## src/rtl/dmem_sram_bridge_pkg.sv

```systemverilog
// Shared types for the memory-stage data port and its SRAM-like bus bridge.
// Holds request layouts, size encoding and bridge FSM states.
package dmem_sram_bridge_pkg;

    localparam int unsigned ADDR_W = 32;
    localparam int unsigned DATA_W = 32;
    localparam int unsigned SIZE_W = 2;

    typedef enum logic [SIZE_W-1:0] {
        MSIZE_B = 2'd0,
        MSIZE_H = 2'd1,
        MSIZE_W = 2'd2
    } msize_t;

    typedef struct packed {
        logic              ren;
        logic [ADDR_W-1:0] addr;
        msize_t            size;
    } m_r_t;

    typedef struct packed {
        logic              wen;
        logic [ADDR_W-1:0] addr;
        msize_t            size;
        logic [DATA_W-1:0] wd;
    } m_w_t;

    typedef enum logic [1:0] {
        DB_IDLE = 2'd0,
        DB_REQ  = 2'd1,
        DB_WAIT = 2'd2,
        DB_DONE = 2'd3
    } dbridge_state_t;

endpackage

```

## src/rtl/dmem_sram_bridge_if.sv

```systemverilog
// Memory-stage request/response signals plus the SRAM-like data bus.
// dbridge is the bridge view, master the memory stage, slave the SRAM side.
interface dmem_sram_bridge_if;
    import dmem_sram_bridge_pkg::*;

    m_r_t              mread;
    m_w_t              mwrite;
    logic [DATA_W-1:0] rd;

    logic              data_req;
    logic              data_wr;
    logic [SIZE_W-1:0] data_size;
    logic [ADDR_W-1:0] data_addr;
    logic [DATA_W-1:0] data_wdata;
    logic              data_addr_ok;
    logic              data_data_ok;
    logic [DATA_W-1:0] data_rdata;

    modport dbridge (
        input  mread, mwrite, data_addr_ok, data_data_ok, data_rdata,
        output rd, data_req, data_wr, data_size, data_addr, data_wdata
    );

    modport master (
        output mread, mwrite,
        input  rd
    );

    modport slave (
        input  data_req, data_wr, data_size, data_addr, data_wdata,
        output data_addr_ok, data_data_ok, data_rdata
    );

endinterface

```

## src/rtl/dmem_sram_bridge_addr_map.sv

```systemverilog
// Virtual-to-physical map: kseg0/kseg1 drop addr[31:29] when PHYS_MAP is set.
module dmem_sram_bridge_addr_map
    import dmem_sram_bridge_pkg::*;
#(
    parameter bit PHYS_MAP = 1'b1
) (
    input  logic [ADDR_W-1:0] vaddr,
    output logic [ADDR_W-1:0] paddr_c
);

    always_comb begin
        paddr_c = vaddr;
        if (PHYS_MAP && (vaddr[31:30] == 2'b10)) begin
            paddr_c = {3'b000, vaddr[28:0]};
        end
    end

endmodule

```

## src/rtl/dmem_sram_bridge.sv

```systemverilog
// Memory-stage data port responder: one request at a time onto the SRAM-like bus,
// returning the raw read word and stalling the pipeline while it is outstanding.
module dmem_sram_bridge
    import dmem_sram_bridge_pkg::*;
#(
    parameter bit PHYS_MAP = 1'b1
) (
    input  logic                clk,
    input  logic                resetn,
    dmem_sram_bridge_if.dbridge bus,
    input  logic                advance,
    input  logic                flush,
    output logic                dstall
);

    dbridge_state_t    state_q;
    logic              drop_q;
    logic              req_q;
    logic              wr_q;
    msize_t            size_q;
    logic [ADDR_W-1:0] addr_q;
    logic [DATA_W-1:0] wdata_q;
    logic [DATA_W-1:0] rd_q;

    logic              wen_c;
    logic              req_valid_c;
    logic              drop_now_c;
    msize_t            size_c;
    logic [ADDR_W-1:0] vaddr_c;
    logic [ADDR_W-1:0] paddr_c;

    // Write wins when both strobes are set (illegal, checked below).
    assign wen_c       = bus.mwrite.wen;
    assign req_valid_c = bus.mread.ren | wen_c;
    assign vaddr_c     = wen_c ? bus.mwrite.addr : bus.mread.addr;
    assign size_c      = wen_c ? bus.mwrite.size : bus.mread.size;
    assign drop_now_c  = drop_q | flush;

    dmem_sram_bridge_addr_map #(
        .PHYS_MAP (PHYS_MAP)
    ) u_addr_map (
        .vaddr   (vaddr_c),
        .paddr_c (paddr_c)
    );

    always_ff @(posedge clk or negedge resetn) begin
        if (!resetn) begin
            state_q <= DB_IDLE;
            drop_q  <= 1'b0;
            req_q   <= 1'b0;
            wr_q    <= 1'b0;
            size_q  <= MSIZE_B;
            addr_q  <= '0;
            wdata_q <= '0;
            rd_q    <= '0;
        end else begin
            unique case (state_q)
                DB_IDLE: begin
                    if (req_valid_c && !flush) begin
                        wr_q    <= wen_c;
                        size_q  <= size_c;
                        addr_q  <= paddr_c;
                        wdata_q <= bus.mwrite.wd;
                        req_q   <= 1'b1;
                        drop_q  <= 1'b0;
                        state_q <= DB_REQ;
                    end
                end
                DB_REQ: begin
                    if (flush) begin
                        drop_q <= 1'b1;
                    end
                    if (bus.data_addr_ok) begin
                        req_q   <= 1'b0;
                        state_q <= DB_WAIT;
                    end
                end
                DB_WAIT: begin
                    if (flush) begin
                        drop_q <= 1'b1;
                    end
                    // A flushed transaction still drains on the bus; its data is discarded.
                    if (bus.data_data_ok) begin
                        if (!wr_q && !drop_now_c) begin
                            rd_q <= bus.data_rdata;
                        end
                        drop_q  <= 1'b0;
                        state_q <= drop_now_c ? DB_IDLE : DB_DONE;
                    end
                end
                DB_DONE: begin
                    if (flush || advance) begin
                        state_q <= DB_IDLE;
                    end
                end
                default: state_q <= DB_IDLE;
            endcase
        end
    end

    // Stall rises in the launch cycle itself so the pipeline freezes before REQ.
    always_comb begin
        dstall = 1'b0;
        if (resetn) begin
            unique case (state_q)
                DB_IDLE: dstall = req_valid_c & ~flush;
                DB_REQ:  dstall = 1'b1;
                DB_WAIT: dstall = 1'b1;
                DB_DONE: dstall = 1'b0;
                default: dstall = 1'b0;
            endcase
        end
    end

    assign bus.data_req   = req_q;
    assign bus.data_wr    = wr_q;
    assign bus.data_size  = SIZE_W'(size_q);
    assign bus.data_addr  = addr_q;
    assign bus.data_wdata = wdata_q;
    assign bus.rd         = rd_q;

`ifndef SYNTHESIS
    always_ff @(posedge clk) begin
        if (resetn && state_q == DB_IDLE) begin
            assert (!(bus.mread.ren && bus.mwrite.wen));
        end
        if (resetn && state_q == DB_REQ) begin
            assert (!bus.data_data_ok);
        end
    end
`endif

endmodule

```

## src/flat_wrapper.sv

```systemverilog
// flat-port wrapper written by rule: the top's interface ports become plain ports
module dmem_sram_bridge_flat import dmem_sram_bridge_pkg::*;
#(
    parameter bit PHYS_MAP = 1'b1
)
  (clk, resetn, advance, flush, dstall, bus_mread, bus_mwrite, bus_data_addr_ok, bus_data_data_ok, bus_data_rdata, bus_rd, bus_data_req, bus_data_wr, bus_data_size, bus_data_addr, bus_data_wdata);
  dmem_sram_bridge_if bus_i ();
  input  logic clk;
  input  logic resetn;
  input  logic advance;
  input  logic flush;
  output logic dstall;
  input wire logic [$bits(bus_i.mread)-1:0] bus_mread;
  input wire logic [$bits(bus_i.mwrite)-1:0] bus_mwrite;
  input wire logic [$bits(bus_i.data_addr_ok)-1:0] bus_data_addr_ok;
  input wire logic [$bits(bus_i.data_data_ok)-1:0] bus_data_data_ok;
  input wire logic [$bits(bus_i.data_rdata)-1:0] bus_data_rdata;
  output wire logic [$bits(bus_i.rd)-1:0] bus_rd;
  output wire logic [$bits(bus_i.data_req)-1:0] bus_data_req;
  output wire logic [$bits(bus_i.data_wr)-1:0] bus_data_wr;
  output wire logic [$bits(bus_i.data_size)-1:0] bus_data_size;
  output wire logic [$bits(bus_i.data_addr)-1:0] bus_data_addr;
  output wire logic [$bits(bus_i.data_wdata)-1:0] bus_data_wdata;
  assign bus_i.mread = bus_mread;
  assign bus_i.mwrite = bus_mwrite;
  assign bus_i.data_addr_ok = bus_data_addr_ok;
  assign bus_i.data_data_ok = bus_data_data_ok;
  assign bus_i.data_rdata = bus_data_rdata;
  assign bus_rd = bus_i.rd;
  assign bus_data_req = bus_i.data_req;
  assign bus_data_wr = bus_i.data_wr;
  assign bus_data_size = bus_i.data_size;
  assign bus_data_addr = bus_i.data_addr;
  assign bus_data_wdata = bus_i.data_wdata;
  dmem_sram_bridge #(.PHYS_MAP(PHYS_MAP)) u_core (.clk(clk), .resetn(resetn), .bus(bus_i), .advance(advance), .flush(flush), .dstall(dstall));
endmodule
```

## config.mk

```make
export PLATFORM = sky130hd
export DESIGN_NAME = dmem_sram_bridge_flat
export DESIGN_NICKNAME = d
export VERILOG_FILES = /design/src/rtl/dmem_sram_bridge_pkg.sv /design/src/rtl/dmem_sram_bridge_if.sv /design/src/rtl/dmem_sram_bridge_addr_map.sv /design/src/rtl/dmem_sram_bridge.sv /design/src/flat_wrapper.sv
export SDC_FILE = /design/constraint.sdc
export NUM_CORES = 1
export LEC_CHECK = 0
export BUFFER_PORTS_ARGS = -buffer_cell sky130_fd_sc_hd__buf_2
export CAP_MARGIN = 0
export CORE_ASPECT_RATIO = 0.75
export CORE_MARGIN = 2
export CORE_UTILIZATION = 40
export DETAILED_ROUTE_END_ITERATION = 10
export PLACE_DENSITY = 0.77
export SYNTH_ARGS = -nofsm -noshare
export SYNTH_HDL_FRONTEND = slang
export SYNTH_SLANG_ARGS = --single-unit
export TNS_END_PERCENT = 50
```

## constraint.sdc

```tcl
create_clock -name clk -period 1.5 [get_ports clk]
set_input_delay 0.3 -clock clk [delete_from_list [all_inputs] [get_ports clk]]
set_output_delay 0.3 -clock clk [all_outputs]
set_load 0.005 [all_outputs]
```

After elaboration in Yosys (flattened, before gate mapping)
Index checks and enable logic that the tools add are counted.
{"block": "word_totals", "regBits": 103, "input_bits": 140, "out_inout_bits": 101, "word_cells": 53}
{"block": "op_classes", "n_eq_ne": 8, "n_mux": 18, "bitwise_logic": 4, "n_reduce_logical": 15}
{"op": "2-to-1 mux 32 bit", "n": 2}
{"op": "2-to-1 mux 2 bit", "n": 6}
{"op": "one-hot mux 2 bit (4 select lines)", "n": 1}
{"op": "== test 2 bit (second input constant)", "n": 3}
{"op": "2-to-1 mux 1 bit", "n": 6}
{"op": "one-hot mux 1 bit (3 select lines)", "n": 2}
{"op": "AND reduction 3 bit", "n": 2}
{"op": "inequality test 2 x 1 -> 1 bit (second input constant)", "n": 2}
{"op": "inequality test 2 bit (second input constant)", "n": 2}
{"op": "AND reduction 2 bit", "n": 2}
{"op": "AND reduction 4 bit", "n": 1}
{"op": "logical NOT 1 bit", "n": 3}
{"op": "nonzero test 3 bit", "n": 1}
{"op": "== test 2 x 1 -> 1 bit (second input constant)", "n": 1}
{"op": "logical AND 1 bit", "n": 2}
{"op": "logical NOT 2 bit", "n": 1}
{"op": "bitwise OR 1 bit", "n": 2}
{"op": "one-hot mux 1 bit (2 select lines)", "n": 1}
{"op": "nonzero test 2 bit", "n": 1}
{"op": "OR reduction 2 bit", "n": 1}
{"op": "AND 1 bit", "n": 1}
{"op": "logical OR 1 bit", "n": 1}
{"op": "NOT 1 bit", "n": 1}

Depth between registers and ports, before layout
Gate-level depths: netlist (run 1).
{"block": "logic_depth", "word_depth": 4, "ltp_mapped": 8, "depth_no_buf": 6}

Hierarchy
From an unflattened synthesis (run 1), not the netlist that was laid out.
{"block": "unflattened", "hier_cells": 319, "hier_area_um2": 4677.0}
{"mod": "dmem_sram_bridge", "instances": 1, "cells_each": 286, "area_each_um2": 4433.0, "seq_area_each_um2": 2577.5}
{"mod": "dmem_sram_bridge_addr_map", "instances": 1, "cells_each": 33, "area_each_um2": 244.0, "seq_area_each_um2": 0.0}

Least setup slack after synthesis (run 1)
No wires, ideal clock.
{"block": "synth_timing", "path_kind": "register to output", "startpoint": "register u_core.state_q[0]", "endpoint": "output port dstall", "arrival_ns": 1.351, "t_required_ns": 1.200, "path_slack_ns": -0.151, "path_stages_with_launch": 9, "path_buffers": 2, "path_cell_list": "dfrtp_1 > inv_1 > ha_1 > inv_1 > nor2_4 > buf_6 > buf_6 > a21oi_1 > nor2b_1"}
{"block": "synth_between", "elab_chain_len": 4, "elab_cells_between_ends": 7, "classes_between": "3 x eq/ne; 2 x mux; 2 x reduce/logical"}
{"item": "from (decl)", "line_no": "dmem_sram_bridge.sv:16", "source": "dbridge_state_t state_q;"}
{"item": "from (signal assigned)", "line_no": "dmem_sram_bridge.sv:88", "source": "state_q <= drop_now_c ? DB_IDLE : DB_DONE;"}
{"item": "== test 2 x 1 -> 1 bit or == test 2 bit (tied branches)", "line_no": "dmem_sram_bridge.sv:105", "source": "unique case (state_q)"}
{"item": "OR reduction 2 bit (no line)"}
{"item": "one-hot mux 1 bit (3 select lines) *", "line_no": "dmem_sram_bridge.sv:105"}
{"item": "2-to-1 mux 1 bit *", "line_no": "dmem_sram_bridge.sv:104", "source": "if (resetn) begin"}
{"item": "to (decl)", "line_no": "flat_wrapper.sv:12", "source": "output logic dstall;"}
Mark *: on every way between the ends. The rest lies on a longest branch, timed or not.

Final worst setup path (run 1)
Same ends and word-level chain as after synthesis.

==> results of run 1 <==
==> critical path, stage by stage, from the launching register on <==
cell     delay, ps
dfrtp_1        400
inv_2           70
buf_6          100
ha_4           140
inv_4           40
nor2_4         130
a21oi_2         50
nor2b_1        100
buf_2          120
==> cell families after synthesis <==
family,Yosys count,share of synthesized area (%)
mux,96,25.9
simple gates,46,4.85
fa+ha+maj,5,1.40
buf+inv,25,3.48
compound gates,51,6.59
flops,103,57.8
==> Yosys cell counts (2+ instances only) <==
master / instances
a21oi_1: 37
a31oi_1: 3
buf_2: 10
buf_4: 3
buf_6: 5
dfrtp_1: 103
ha_1: 5
inv_1: 7
mux2_2: 35
mux2_4: 30
mux2i_1: 31
nand2_1: 3
nor2_1: 36
nor2b_1: 3
o211ai_1: 2
o21ai_0: 3
==> final cells by class <==
type                    instances  area share, %
clock inverters                 6          0.988
repair buffers                276           26.2
diodes                          1         0.0366
well taps                     140           2.56
multi-input cells             198           28.6
flip-flops and latches        103           37.7
inverters                       7          0.421
clock buffers                  10           3.50
==> routing by layer <==
layer	up-vias	global-route usage [%]	routed length (µm)
li1	1678	-	-
met1	1696	24.1	5280
met2	159	33.3	6050
met3	9	5.67	873
met4	0	5.68	148
met5	-	0	0
==> per-stage QoR <==
step | cells | area [µm²] | util (%) | total power [µW]
floorplan | 326 | 4480 | - | 7340
global placement | 705 | 5920 | 54.3 | 9390
detailed placement | 705 | 5920 | 54.3 | 9610
CTS | 733 | 6630 | 60.8 | 12900
global route | 740 | 6830 | 62.7 | 13900
finish | 741 | 6840 | 62.7 | 13100
==> registers in the layout, summed over array words and instances (netlist names) <==
signal and cells:
u_core.bus.data_size 2, u_core.bus.data_req 1, u_core.bus.data_wr 1, u_core.drop_q 1
u_core.bus.data_addr 32, u_core.state_q 2, u_core.bus.rd 32, u_core.bus.data_wdata 32
==> worst paths after layout <==
kind                                          start                   endpoint  cells past startpoint
max reg2reg                       u_core.state_q[0]          u_core.bus.rd[12]                      7
min reg2reg                u_core.bus.data_addr[29]   u_core.bus.data_addr[29]                      1
min                                          resetn  u_core.bus.data_wdata[30]                      2
min in group clk                 bus_data_rdata[15]          u_core.bus.rd[15]                      2
max                               u_core.state_q[0]                     dstall                      8
max in group asynchronous                    resetn   u_core.bus.data_addr[10]                      2
==> repair_timing <==
item / in CTS / in global routing
pin swaps: 7 / 4
hold buffers: 0 / 0
gates cloned: 5 / 6
setup buffers: 7 / 3
gates resized for setup: 55 / 25
setup endpoints to repair: 94 / 101
==> where the power goes <==
| group | internal [µW] | switching (µW) | leakage [µW] |
|---|---|---|---|
| sequential | 4160 | 808 | 0.00121 |
| combinational | 3530 | 2230 | 0.00221 |
| clock | 1350 | 1000 | 0.000146 |
==> metrics.md, run 1 <==
| Metric | Value |
|---|---|
| Async SR Flop Fraction | `100%` |
| Area Growth Syn to Fin | `53.2%` |
| Core Area | `10,900 µm²` |
| Clock sink total | `between 100 and 150` |
| Commonest non-fill, non-tap cells in the layout | `buf_2 (239), dfrtp_1 (103), mux2_4 (63)` |
| Final Hold Vio Count | `0` |
| Worst-Margin Slew | `between 500 and 600 ps` |
| Setup WS pre-CTS | `-108 ps` |
| Critical path arrival | `1470 ps` |
| DR iter-0 viols | `65` |
| RSZ-0062 raised after global routing | `true` |
| Power density cells | `~1900 nW/µm²` |
| CTS tree | `yes` |
| Via count | `around 3,500` |
| Nets | `740` |
| Initial antenna violation count | `1` |
| Reg area | `2580 µm²` |
| Fin. max-slew vios | `0` |
| Critical path class | `flop to primary output` |
| Clk slew on worst S/H paths | `about 70 ps` |
| Die Y-Extent | `approximately 95 µm` |
| Failing checks | `setup timing` |
| Site Rows | `33` |
| Initial core utilization | `40.9%` |
| Syn nets | `471` |
| Startpoint type of the worst setup path | `flop` |
| Largest net degree at the start of global routing | `between 100 and 150` |
| Max Cap Viol | `0` |
| Multi-input logic area | `1950 µm²` |
| Setup TNS | `-13,200 ps` |
| DRC viols | `0` |
| Pre-antenna DRT Iters | `4` |
| Outcome | `complete, but fails checks` |
| Antenna-violating nets left | `0` |
| Share of the synthesized area in the top cell type | `between 50% and 60%` |
| Distinct cells, synth | `26` |
| VDD IR max | `1090 µV` |
| Setup ws final | `-271 ps` |
| Total die area | `~12,000 µm²` |
| Post-synth EDFFs | `0` |
| I/O pin count | `roughly 240` |
| R2R setup slack | `-240 ps` |
| Hold Slack | `roughly 54 ps` |
| Final setup fails | `between 90 and 100` |
| Root buf cell | `clkbuf_16` |
| Fill cell count | `838` |
| GRT Total Usage | `slightly below 20%` |
| Share of cells above drive strength 1 | `between 60% and 70%` |
| Syn. warnings | `0` |
| Die Span X | `126 µm` |
| Port Buffers | `240` |
| Tmin final | `between 1500 and 2000 ps` |
| Avg Inst Size Synth | `~14 µm²` |
| LEAKAGE | `~0.0036 µW` |
| Worst slew margin | `64.5%` |
| Max Freq | `about 560 MHz` |
| Mapped Area | `roughly 4500 µm²` |
| GPL Wtd Cong | `a little under 0.8` |
| Max FO, Critical Path | `3` |
| GRT overflow | `0` |
| Crit path capture type | `primary output` |
| Ys flop type | `dfrtp_1` |
| Fin crit share | `118%` |
| HPWL after detailed placement | `between 8 and 9 mm` |
| Most common cell after layout, fill and taps aside | `buf_2` |
| Sequential area share after synthesis | `between 50% and 60%` |
| Synthesized flop and latch total | `approximately 100` |
| Final clock skew | `approximately 7 ps` |
| Critical path required time | `approximately 1200 ps` |
| Wire per inst | `~17 µm` |
| Dominant cell type by area after synthesis | `dfrtp_1` |
| Num CTS Buffers | `9` |
| Synthesized instance count | `~330` |
| Routed WL | `roughly 12 mm` |
| DR vias/cell | `roughly 4.8` |
| Worst Hold Class | `primary input to asynchronous set/reset pin` |
| Synth area leaders | `dfrtp_1 (58%), mux2_4 (10%), mux2_2 (8.8%)` |
| Clock Latency Late Sink | `340 ps` |
| H-tree depth | `3` |
| CTS max path bufs | `2` |
| First-pass GRT wire length | `18.1 mm` |
| Vias in the first global route | `3,574` |
No activity file was read; power rests on OpenSTA's default activity.
==> run 2: changes to the inputs <==
GPL_TIMING_DRIVEN = 0   (was not set)
clock period = 1.56 ns   (was 1.5 ns; I/O delays follow)
==> metrics.md, run 2 (same netlist as run 1, synthesis figures left out) <==
| Metric | Value |
|---|---|
| Power density cells | `1830 nW/µm² (was 1910 nW/µm²)` |
| H-tree depth | `3 (unchanged)` |
| Fin. max-slew vios | `0 (unchanged)` |
| Clk slew on worst S/H paths | `70 ps (about the same)` |
| Pre-antenna DRT Iters | `4 (unchanged)` |
| Switching share of power | `30.4% (was 30.9%)` |
| Cell-internal power | `8270 µW (was 9050 µW)` |
| NetSw | `3610 µW (was 4040 µW)` |
| CTS tree | `yes (unchanged)` |
| HPWL after detailed placement | `8.48 mm (was 8.10 mm)` |
| Die Span X | `126 µm (unchanged)` |
| Placed Cells | `707 (was 705)` |
| Buf/Inv on CP | `5 (was 4)` |
| Critical path required time | `1250 ps (was 1200 ps)` |
| Final Hold Vio Count | `36 (was 0)` |
| Multi-input logic area | `1780 µm² (was 1950 µm²)` |
| Initial antenna violation count | `0 (was 1)` |
| Outcome | `complete, but fails checks (unchanged)` |
| Core Area | `10,900 µm² (unchanged)` |
| VDD IR max | `1100 µV (was 1090 µV)` |
| Final non-filler cell total | `740 (was 741)` |
| Critical path arrival | `1560 ps (was 1470 ps)` |
| Crit-path cells | `inv_2 > ha_4 > inv_4 > nor2_4 > buf_8 > buf_8 > a21oi_2 > nor2b_1 > buf_2 (was inv_2 > buf_6 > ha_4 > inv_4 > nor2_4 > a21oi_2 > nor2b_1 > buf_2)` |
| Clock Latency Late Sink | `340 ps (about the same)` |
| Via count | `3,530 (was 3,542)` |
| Critical path's top delay family | `buffers and inverters (was flip-flops)` |
| Worst slew margin | `65.1% (was 64.5%)` |
| Fin crit share | `120%` |
| Port Buffers | `240 (unchanged)` |
| FF-to-FF Start | `u_core.state_q[0] (unchanged)` |
| DR iter-0 viols | `73 (was 65)` |
| Total die area | `12,000 µm² (unchanged)` |
| Crit path capture type | `primary output (unchanged)` |
| Reg area | `2580 µm² (unchanged)` |
| Final setup fails | `62 (was 95)` |
| Fill cell count | `865 (was 838)` |
| I/O pin count | `241 (unchanged)` |
| Flop pwr share | `39.8% (was 38.0%)` |
| Tmin final | `1870 ps` |
| DR vias/cell | `4.77 (was 4.78)` |
| Reg2Reg Capture Point | `u_core.bus.rd[22] (was u_core.bus.rd[12])` |
| Clock Power Share | `20.1% (was 18.0%)` |
| Number of diodes | `0 (was 1)` |
| Most common cell after layout, fill and taps aside | `buf_2 (unchanged)` |
| RSZ-0062 raised after global routing | `true (unchanged)` |
| Antenna-violating nets left | `0 (unchanged)` |
| Wire per inst | `15.6 µm (was 16.7 µm)` |
| Commonest non-fill, non-tap cells in the layout | `buf_2 (243), dfrtp_1 (103), a21oi_1 (36), nor2_1 (36), mux2_2 (35) (was buf_2 (239), dfrtp_1 (103), mux2_4 (63))` |
| Vias in the first global route | `3,532 (was 3,574)` |
| Pwr Total | `11,900 µW (was 13,100 µW)` |
| Crit-path most repeated cell | `buf_8` |
| GRT Total Usage | `18.7% (was 19.4%)` |
| Worst-Margin Slew | `523 ps (was 532 ps)` |
| Initial core utilization | `40.9% (unchanged)` |
| Max FO, Critical Path | `3 (unchanged)` |
| R2R setup slack | `-250 ps (was -240 ps)` |
| Worst Hold Class | `primary input to asynchronous set/reset pin (unchanged)` |
| Setup ws final | `-314 ps (was -271 ps)` |
| Root buf cell | `clkbuf_16 (unchanged)` |
| CTS max path bufs | `2 (unchanged)` |
| Clock sink total | `103 (unchanged)` |
| Max Cap Viol | `0 (unchanged)` |
| Largest net degree at the start of global routing | `60 (was 104)` |
| Area Growth Syn to Fin | `45.7% (was 53.2%)` |
| Hold-fix buffers, CTS | `1 (was 0)` |
| Max Freq | `between 500 and 600 MHz` |
| Share of cells above drive strength 1 | `61.2% (was 63.5%)` |
| Site Rows | `33 (unchanged)` |
| Final clock skew | `7.59 ps (was 6.98 ps)` |
| Setup TNS | `-8890 ps (was -13,200 ps)` |
| LEAKAGE | `0.00341 µW (was 0.00357 µW)` |
| Critical path class | `flop to primary output (unchanged)` |
| First-pass GRT wire length | `17.6 mm (was 18.1 mm)` |
| GPL Wtd Cong | `0.833 (was 0.791)` |
| Startpoint type of the worst setup path | `flop (unchanged)` |
| Routed WL | `11.5 mm (was 12.4 mm)` |
| GRT overflow | `0 (unchanged)` |
| Failing checks | `hold timing, setup timing (was setup timing)` |
| FF-to-FF path depth | `7 (unchanged)` |
| Hold Slack | `-52.3 ps (was 54.3 ps)` |
| Logic gate share of total power | `40.1% (was 44.0%)` |
| Slowest cell on the critical path | `dfrtp_1 (unchanged)` |
| DRC viols | `0 (unchanged)` |
| Die Y-Extent | `95.5 µm (unchanged)` |
| Slowest stage delay, CP | `400 ps (about the same)` |
| Num CTS Buffers | `9 (unchanged)` |
| Nets | `741 (was 740)` |
-- run 2: power by group through the flow --
stage | clock (µW) | combinational [µW] | sequential, µW
6_report | 2390 | 4760 | 4730
4_1_cts | 2440 | 4660 | 4730
2_1_floorplan | 0 | 2220 | 4830
3_5_place_dp | 0 | 4370 | 4750
5_1_grt | 2580 | 5210 | 4890
3_3_place_gp | 0 | 4230 | 4690
-- run 2: worst max-delay path by stage --
stage | start | end | slack, ps | cells past startpoint
floorplan | u_core.state_q[0] | u_core.bus.rd[0] | -50 | 6
detailed placement | u_core.state_q[1] | dstall | -350 | 9
global route | u_core.state_q[0] | dstall | -430 | 9
finish | u_core.state_q[0] | dstall | -310 | 9
CTS | u_core.state_q[0] | dstall | -330 | 9
global placement | resetn | dstall | -1140 | 3
-- run 2: cell type report --
type                       instances  share of cell area [%]
sequential                       103                    39.7
multi-input combinational        198                    27.5
timing repair buffer             259                    21.8
clock buffer                      12                    3.79
buffer                            18                    3.08
tap                              140                    2.70
clock inverter                     3                    1.04
inverter                           7                   0.443
-- run 2: what timing repair did --
item | 4_1_cts | 5_1_grt
endpoints found under the setup margin | 100 | 102
buffers inserted | 13 | 2
gates cloned | 2 | 0
pin swaps | 2 | 2
hold endpoints to repair | 9 | 36
resized for setup | 19 | 13
-- run 2: metrics by stage --
stage	area, µm²	setup slack [ps]	util [%]
floorplan	4480	-53.4	-
detailed placement	5890	-347	54.0
finish	6500	-314	59.6
global route	6500	-433	59.6
global placement	5860	-1140	53.7
CTS	6420	-328	58.9
-- run 2: metal layers --
layer	vias to the layer above	wire length (µm)	track usage, %
li1	1676	-	-
met1	1692	4990	23.9
met2	155	5530	31.2
met3	7	914	6.73
met4	0	93	3.85
met5	-	0	0
